--- src/rtl/count_rate_ctrl.sv ---
// count_rate_ctrl
//   Run/pause/stop controller and tick scheduler for the feature counter.
//   Produces a one-cycle, registered count enable (tick) every P clk cycles
//   while running, where P = TICK_HALF << active_rate. Rate changes requested
//   while running are held pending and take effect on a tick boundary, so no
//   period is ever truncated.
//
//   Optional feature macro: TICK_LIMIT_EN (adds tick_limit / done ports and
//   stops the run automatically after tick_limit ticks).
//
// Ports
//   clk          in   1   system clock, rising edge
//   rst          in   1   synchronous active-high reset
//   start_i      in   1   pulse: IDLE -> RUN
//   pause_i      in   1   pulse: toggle RUN <-> PAUSE
//   stop_i       in   1   pulse: any state -> IDLE
//   rate_sel     in   2   requested rate (0=0.5 s, 1=1 s, 2=2 s, 3=4 s)
//   rate_load    in   1   pulse: capture rate_sel
//   tick_limit   in  16   tick count limit, 0 = unlimited (TICK_LIMIT_EN only)
//   tick         out  1   one-cycle count enable
//   running      out  1   state is RUN
//   paused       out  1   state is PAUSE
//   active_rate  out  2   rate currently timing the prescaler
//   rate_pending out  1   captured rate waiting for the next tick boundary
//   done         out  1   pulses one cycle after the final tick (TICK_LIMIT_EN only)

module count_rate_ctrl #(
  parameter int unsigned TICK_HALF = 25_000_000,
  parameter int unsigned CNT_W     = 28,
  parameter logic [1:0]  RATE_RST  = 2'b01
) (
  input  logic       clk,
  input  logic       rst,
  input  logic       start_i,
  input  logic       pause_i,
  input  logic       stop_i,
  input  logic [1:0] rate_sel,
  input  logic       rate_load,
`ifdef TICK_LIMIT_EN
  input  logic [15:0] tick_limit,
  output logic        done,
`endif
  output logic       tick,
  output logic       running,
  output logic       paused,
  output logic [1:0] active_rate,
  output logic       rate_pending
);

  localparam longint unsigned MaxPeriod = 64'(TICK_HALF) << 3;
  localparam longint unsigned CountSpan = 64'd1 << CNT_W;

  if (MaxPeriod > CountSpan) begin : gBadCfg
    $error("count_rate_ctrl: TICK_HALF << 3 exceeds 2**CNT_W");
  end

  typedef enum logic [1:0] {
    IDLE  = 2'd0,
    RUN   = 2'd1,
    PAUSE = 2'd2
  } stateT;

  stateT            state;
  stateT            nextState;
  logic [CNT_W-1:0] prescaler;
  logic [CNT_W:0]   period;
  logic [CNT_W-1:0] lastCount;
  logic             terminal;
  logic             fireTick;
  logic             limitHit;
  logic [1:0]       pendRate;

  // One extra bit so a period of exactly 2**CNT_W is still representable.
  assign period    = (CNT_W + 1)'(TICK_HALF) << active_rate;
  assign lastCount = CNT_W'(period - {{CNT_W{1'b0}}, 1'b1});
  assign terminal  = (state == RUN) && (prescaler == lastCount);

  assign running = (state == RUN);
  assign paused  = (state == PAUSE);

`ifdef TICK_LIMIT_EN
  logic [15:0] tickCount;
  logic        finalTick;

  assign limitHit = (tick_limit != '0) &&
                    (({1'b0, tickCount} + 17'd1) >= {1'b0, tick_limit});
`else
  assign limitHit = 1'b0;
`endif

  always_ff @(posedge clk) begin
    if (rst) begin
      state <= IDLE;
    end else begin
      state <= nextState;
    end
  end

  // Priority stop > pause > start; a stop or pause in the terminal cycle
  // swallows that period's tick.
  always_comb begin
    nextState = state;
    fireTick  = 1'b0;
    case (state)
      IDLE: begin
        if (!stop_i && start_i) nextState = RUN;
      end
      RUN: begin
        if (stop_i) begin
          nextState = IDLE;
        end else if (pause_i) begin
          nextState = PAUSE;
        end else if (terminal) begin
          fireTick = 1'b1;
          if (limitHit) nextState = IDLE;
        end
      end
      PAUSE: begin
        if (stop_i) begin
          nextState = IDLE;
        end else if (pause_i) begin
          nextState = RUN;
        end
      end
      default: nextState = IDLE;
    endcase
  end

  always_ff @(posedge clk) begin
    if (rst) begin
      prescaler    <= '0;
      tick         <= 1'b0;
      active_rate  <= RATE_RST;
      pendRate     <= RATE_RST;
      rate_pending <= 1'b0;
    end else begin
      tick <= fireTick;

      // Prescaler only advances across RUN->RUN; entering PAUSE freezes it
      // without counting the pause cycle, so resume continues the same period.
      if (nextState == IDLE) begin
        prescaler <= '0;
      end else if ((state == RUN) && (nextState == RUN)) begin
        prescaler <= fireTick ? '0 : prescaler + CNT_W'(1);
      end

      if (rate_load) begin
        if ((state != RUN) || stop_i || fireTick) begin
          active_rate  <= rate_sel;
          rate_pending <= 1'b0;
        end else begin
          pendRate     <= rate_sel;
          rate_pending <= 1'b1;
        end
      end else if (rate_pending && (fireTick || stop_i)) begin
        active_rate  <= pendRate;
        rate_pending <= 1'b0;
      end
    end
  end

`ifdef TICK_LIMIT_EN
  always_ff @(posedge clk) begin
    if (rst) begin
      tickCount <= '0;
      finalTick <= 1'b0;
      done      <= 1'b0;
    end else begin
      if (stop_i || ((state == IDLE) && start_i)) begin
        tickCount <= '0;
      end else if (fireTick) begin
        tickCount <= tickCount + 16'd1;
      end
      // finalTick is high alongside the last tick; done follows one cycle later.
      finalTick <= fireTick && limitHit;
      done      <= finalTick;
    end
  end
`endif

endmodule

--- config.mk ---
export PLATFORM = sky130hd
export DESIGN_NAME = count_rate_ctrl
export DESIGN_NICKNAME = d
export VERILOG_FILES = /design/src/rtl/count_rate_ctrl.sv
export SDC_FILE = /design/constraint.sdc
export NUM_CORES = 1
export LEC_CHECK = 0
export CORE_ASPECT_RATIO = 1.25
export CORE_MARGIN = 5
export CORE_UTILIZATION = 67
export DETAILED_ROUTE_END_ITERATION = 8
export DONT_BUFFER_PORTS = 1
export PLACE_DENSITY = 0.86
export SYNTH_ARGS = -nofsm -noshare
export SYNTH_HDL_FRONTEND = slang
export SYNTH_SLANG_ARGS = --single-unit
--- constraint.sdc ---
create_clock -name clk -period 6.3 [get_ports clk]
set_input_delay 0.63 -clock clk [delete_from_list [all_inputs] [get_ports clk]]
set_output_delay 0.63 -clock clk [all_outputs]
set_load 0.005 [all_outputs]
-- Word-level counts from Yosys, hierarchy flattened
Index checks and enable logic that the tools add are counted.
- $add $sub $neg: 2
- $mul: 0
- div/mod/pow operators: 0
- order comparisons: 0
- eq/ne operators: 6
- shift operators: 1
- mux-type cells: 17
- bitwise gates (word level): 1
- reduce and logical (&&, ||, !) cells: 14
- operator list (cell ; number):
    28-bit by 1-bit adder with 28-bit output (second input constant) ; 1
    28-bit equality test ; 1
    28-bit two-way mux ; 1
    25-bit by 2-bit << shifter with 28-bit output (first input constant) ; 1
    28-bit by 1-bit subtractor with 28-bit output (second input constant) ; 1
    2-bit two-way mux ; 8
    1-bit two-way mux ; 7
    2-bit case mux with 3 select lines ; 1
    2-bit by 1-bit equality test with 1-bit output (second input constant) ; 2
    1-bit logical AND ; 4
    2-bit zero test ; 2
    2-bit by 1-bit inequality test with 1-bit output (second input constant) ; 2
    2-bit AND reduction ; 2
    1-bit logical OR ; 3
    2-bit equality test (second input constant) ; 1
    2-bit nonzero test ; 1
    2-bit OR reduction ; 1
    1-bit zero test ; 1
    1-bit inverter ; 1
- register bits: 36
- bits in latches: 0
- memory bits (writable): 0
- ROM bits: 0
- input bits: 8
- output and inout bits: 6
- word-level logic and storage cells: 47
- memories kept: 0

-- Logic depth before layout (Yosys ltp)
- depth in word-level cells: 12
- mapped depth: 10
- gate-level depth less buffers: 8

-- Least setup slack after synthesis
Ideal clock, no wire load.
- path kind: flip-flop to flip-flop
- start: register active_rate[1]
- end: register prescaler[17]
- setup time: 116 ps
- arrival time: 2439 ps
- required time: 6184 ps
- slack: 3745 ps
- cell stages (with the launch flop): 11
- path buffers: 2
- period minus slack after synthesis: 2555 ps
- cells stage by stage: dfxtp_1 -> buf_2 -> or2_2 -> ha_1 -> xnor2_1 -> a2111oi_0 -> nand2_1 -> nor4_4 -> o21bai_4 -> buf_6 -> nor2_1
- longest elaborated chain between the ends: 9
- ends and longest elaborated chain (item ; RTL line ; text):
    from (decl) ; 46 ; output logic [1:0] active_rate,
    from (signal assigned) ; 149 ; active_rate <= rate_sel;
    from (signal assigned) ; 156 ; active_rate <= pendRate;
    25-bit by 2-bit << shifter with 28-bit output ; 74 ; assign period = (CNT_W + 1)'(TICK_HALF) << active_rate;
    28-bit by 1-bit subtractor with 28-bit output ; 75 ; assign lastCount = CNT_W'(period - {{CNT_W{1'b0}}, 1'b1});
    28-bit equality test ; 76 ; assign terminal = (state == RUN) && (prescaler == lastCount);
    1-bit logical AND ; 76 ;
    1-bit two-way mux ; 113 ; end else if (terminal) begin
    1-bit two-way mux ; 111 ; end else if (pause_i) begin
    1-bit two-way mux ; 109 ; if (stop_i) begin
    1-bit two-way mux ; 104 ; case (state)
    28-bit two-way mux ; 144 ; prescaler <= fireTick ? '0 : prescaler + CNT_W'(1);
    to (signal assigned) ; 144 ;
    to (decl) ; 65 ; logic [CNT_W-1:0] prescaler;
Every way passes these cells.
A chain may end at the register's enable or synchronous reset.

-- Worst setup path after layout
- start: register active_rate[0]
- end: register prescaler[10]
Same word-level chain as after synthesis.

==> impl_results.md <==
* Drt drc at 0
* FFs w/ async S/R, synth at 0%
* CP endpoint kind: register
* Storage cell area at approximately 700 sq um
* MaxCap Viol Count at 0
* Placed cell area at ~2000 sq um
* Adder-Cell Fraction of Synth Area at 1.28%
* Worst Hold Class: in2reg
* FILL cells at 247
* WHS Path Cells at 1
* Seq pwr share at 55.6%
* Final instance area at slightly above 2000 sq um
* Finished Layout Cells at between 200 and 300
* H-Tree Depth at 2
* Layout cells sized above 1 at 7.33%
* Hold Buf Count CTS at 0
* Top post-synthesis cells by area: dfxtp_1 (37%), nor2_1 (8.6%), xnor2_1 (7.6%)
* Setup bufs post-CTS at 0
* Ant diodes at 0
* Combinational family with the most area after synthesis: simple AND/OR/NAND/NOR gates
* Power Total at between 0.4 and 0.5 mW
* Detailed Place HPWL at approximately 2900 um
* XOR/XNOR Fraction of Synth Area at between 10% and 20%
* Clock Tree Root: clkbuf_4
* Register area share after synthesis at between 30% and 40%
* EDFF count, synth at 0
* Die W at 58.3 um
* Worst Clk Skew at ~0.011 ns
* Post-Syn Instances at 231
* Via density at ~6.0
* Net Sw Power at just under 0.1 mW
* CTS Buffer Depth at 2
* Pre-Repair DR Iteration Count at 4
* First-pass GRT wire length at 6950 um
* CTS tree: done
* Hold_ws at between 0.3 and 0.4 ns
* Syn Nets at ~240
* Ys flop type: dfxtp_1
* Post-synthesis mux area share at 3.14%
* I/O pin cnt at 14
* Starting Density at between 60 and 70%
* Worst slew pin tran at 0.676 ns
* Worst Hold Launch: rst
* Number of routed nets with antenna violations at 0
* Max Clk Rate at ~340 MHz
* RSZ-0062 raised after global routing: no
* Final slew viol count at 0
* WS Path Type: reg2reg
* Compound-Gate Fraction of Synth Area at about a tenth
* Vias in the first global route at around 1.5k
* Crit share post-route at a little under half
* Final Critical Period at 2.95 ns
* Avg WL per Cell at 14.8 um
* Multi-input gate area at about 1200 sq um
* R2R Setup Slk at around 3.4 ns
* Syn Std Cell Area at roughly 2000 sq um
* Slowest stage delay, CP at between 0.4 and 0.5 ns
* DRT iter0 DRCs at 92
* Post-CTS sizing at 0
* Hold Violations, Final at 0
* Final setup viols at 0
* Inserted Clock Buffers at 5
* CP max stage cell: dfxtp_1
* Vias at approximately 1.6k
* Critical path arrival at 3.16 ns
* Hold endpoint: rate_pending
* Synth area leader: dfxtp_1
* Clock Power Share at 39.1%
* Setup TNS at 0 ns
* Pin count of the biggest net entering global routing at 29
* Slew margin rel. at between 50 and 60%
* Placed insts at 260
* Ys Warns at 0
* FF-to-FF path depth at 8
* Power Internal at 0.323 mW
* Worst-path cell chain: or2_2, ha_1, xnor2_1, a2111oi_0, nand2_1, nor4_4, o21bai_4, nor2_1
* Die height at between 70 and 80 um
* PortBufs at 0
* Max VDD drop at ~220 uV
* Initial antenna violation count at 0
* GRT Resource Usage Total at 21.9%
* Die area at between 4000 and 5000 sq um
* Pleak at about 0.65 nW
* Rows at 22
* Placer's final routability congestion estimate at approximately 0.86
* Nets@finish at 241
* WL final at between 3000 and 4000 um
* Area Growth Syn to Fin at 4.16%
* Startpoint Class: register
* FF-to-FF End: prescaler[10]
* FF-to-FF Start: active_rate[0]
* Share of the synthesized area in the top cell type at ~37%
* CP Max Fanout at 28
* Clock Latency Late Sink at between 0.3 and 0.4 ns
* Worst Path Required at 6.52 ns
* Synth unique cells at 48
* Core area at 2860 sq um
* Sw Share at ~23%
* Clock sinks at 36
* Status: completed
* Total grt overflow at 0
* Clock Pin Slew Worst Setup and Hold Paths at 0.11 ns
* Synthesized area per cell at 8.46 sq um
* Simple-Gate Fraction of Synth Area at between 30% and 40%
* Logic pwr share at under 10%
* Yosys reg bits at 36
* P per Cell Area at 206 nW/um^2
[power by group through the flow]
stage	combinational, mW	sequential [mW]	clock (mW)
finish	0.0224	0.234	0.164
global placement	0.0222	0.239	0
floorplan	0.0236	0.236	0
CTS	0.0226	0.234	0.167
detailed placement	0.0226	0.239	0
global route	0.0251	0.234	0.179
[registers in the layout, indices dropped and copies added (netlist names)]
name          flops
prescaler        28
active_rate       2
tick              1
pendRate          2
state             2
rate_pending      1
[cells in the mapped netlist, types with 3 or more instances]
cell / n
dfxtp_1: 36
nor3_1: 4
xor2_1: 11
nor2b_1: 5
nand2_1: 18
nand4_1: 8
inv_1: 8
and3_1: 6
a21oi_1: 3
nor2_1: 45
nand2b_1: 6
nand3_1: 9
clkbuf_1: 3
mux2i_1: 5
xnor2_1: 17
o21ai_0: 5
[worst max path at each step]
stage / start / end / cells past startpoint
after floorplan: active_rate[1] / prescaler[17] / 10
after global routing: active_rate[0] / prescaler[10] / 8
after global placement: active_rate[0] / prescaler[27] / 8
after CTS: active_rate[0] / prescaler[10] / 8
after detailed placement: active_rate[0] / prescaler[10] / 8
final: active_rate[0] / prescaler[10] / 8
[per-layer routing]
metal	track usage, %	share of wire (%)
met5	0	0
met4	11.9	2.7
met1	26.1	42
met3	7.02	5.4
met2	34.2	50
[final cells by class]
type | instances | area share [%]
clock buffer | 5 | 1.84
tap | 36 | 2.21
clock inverter | 3 | 2.09
inverter | 8 | 1.48
multi-input combinational | 180 | 57.0
sequential | 36 | 35.4
[metrics by stage]
step	setup slack (ns)	utilization, %
after floorplan	3.74	-
after global placement	3.53	68.3
after detailed placement	3.44	68.3
after CTS	3.34	71.1
after global routing	3.12	71.1
final	3.35	71.1
[critical path, delay by kind of cell (launching register included)]
kind	cells	cell delay, ns
adders and majority gates	1	0.32
xor gates and xnor gates	1	0.12
DFF	1	0.48
and+or+nand+nor	4	1.03
AOI/OAI and AO/OA	2	0.85
[cell usage in the layout (no fill, tap or decap), types with 3 or more instances in the layout]
cell | synthesis | layout
and3_1 | 6 | 6
inv_1 | 8 | 8
nand2b_1 | 6 | 6
clkbuf_4 | 0 | 5
a21oi_1 | 3 | 3
o21ai_0 | 5 | 5
nor2b_1 | 5 | 5
nand3_1 | 9 | 9
xnor2_1 | 17 | 17
xor2_1 | 11 | 11
nor3_1 | 4 | 4
nand4_1 | 8 | 8
nor2_1 | 45 | 45
mux2i_1 | 5 | 5
nand2_1 | 18 | 18
dfxtp_1 | 36 | 36
[kinds of logic (layout without fill, tap and decap cells)]
| family | Yosys count | after routing |
|---|---|---|
| simple gates | 120 | 120 |
| flops | 36 | 36 |
| xor+xnor | 28 | 28 |
| compound gates | 24 | 24 |
| buf+inv | 15 | 16 |
| mux | 6 | 6 |
| fa+ha+maj | 2 | 2 |
No activity file was read; power rests on OpenSTA's default activity.
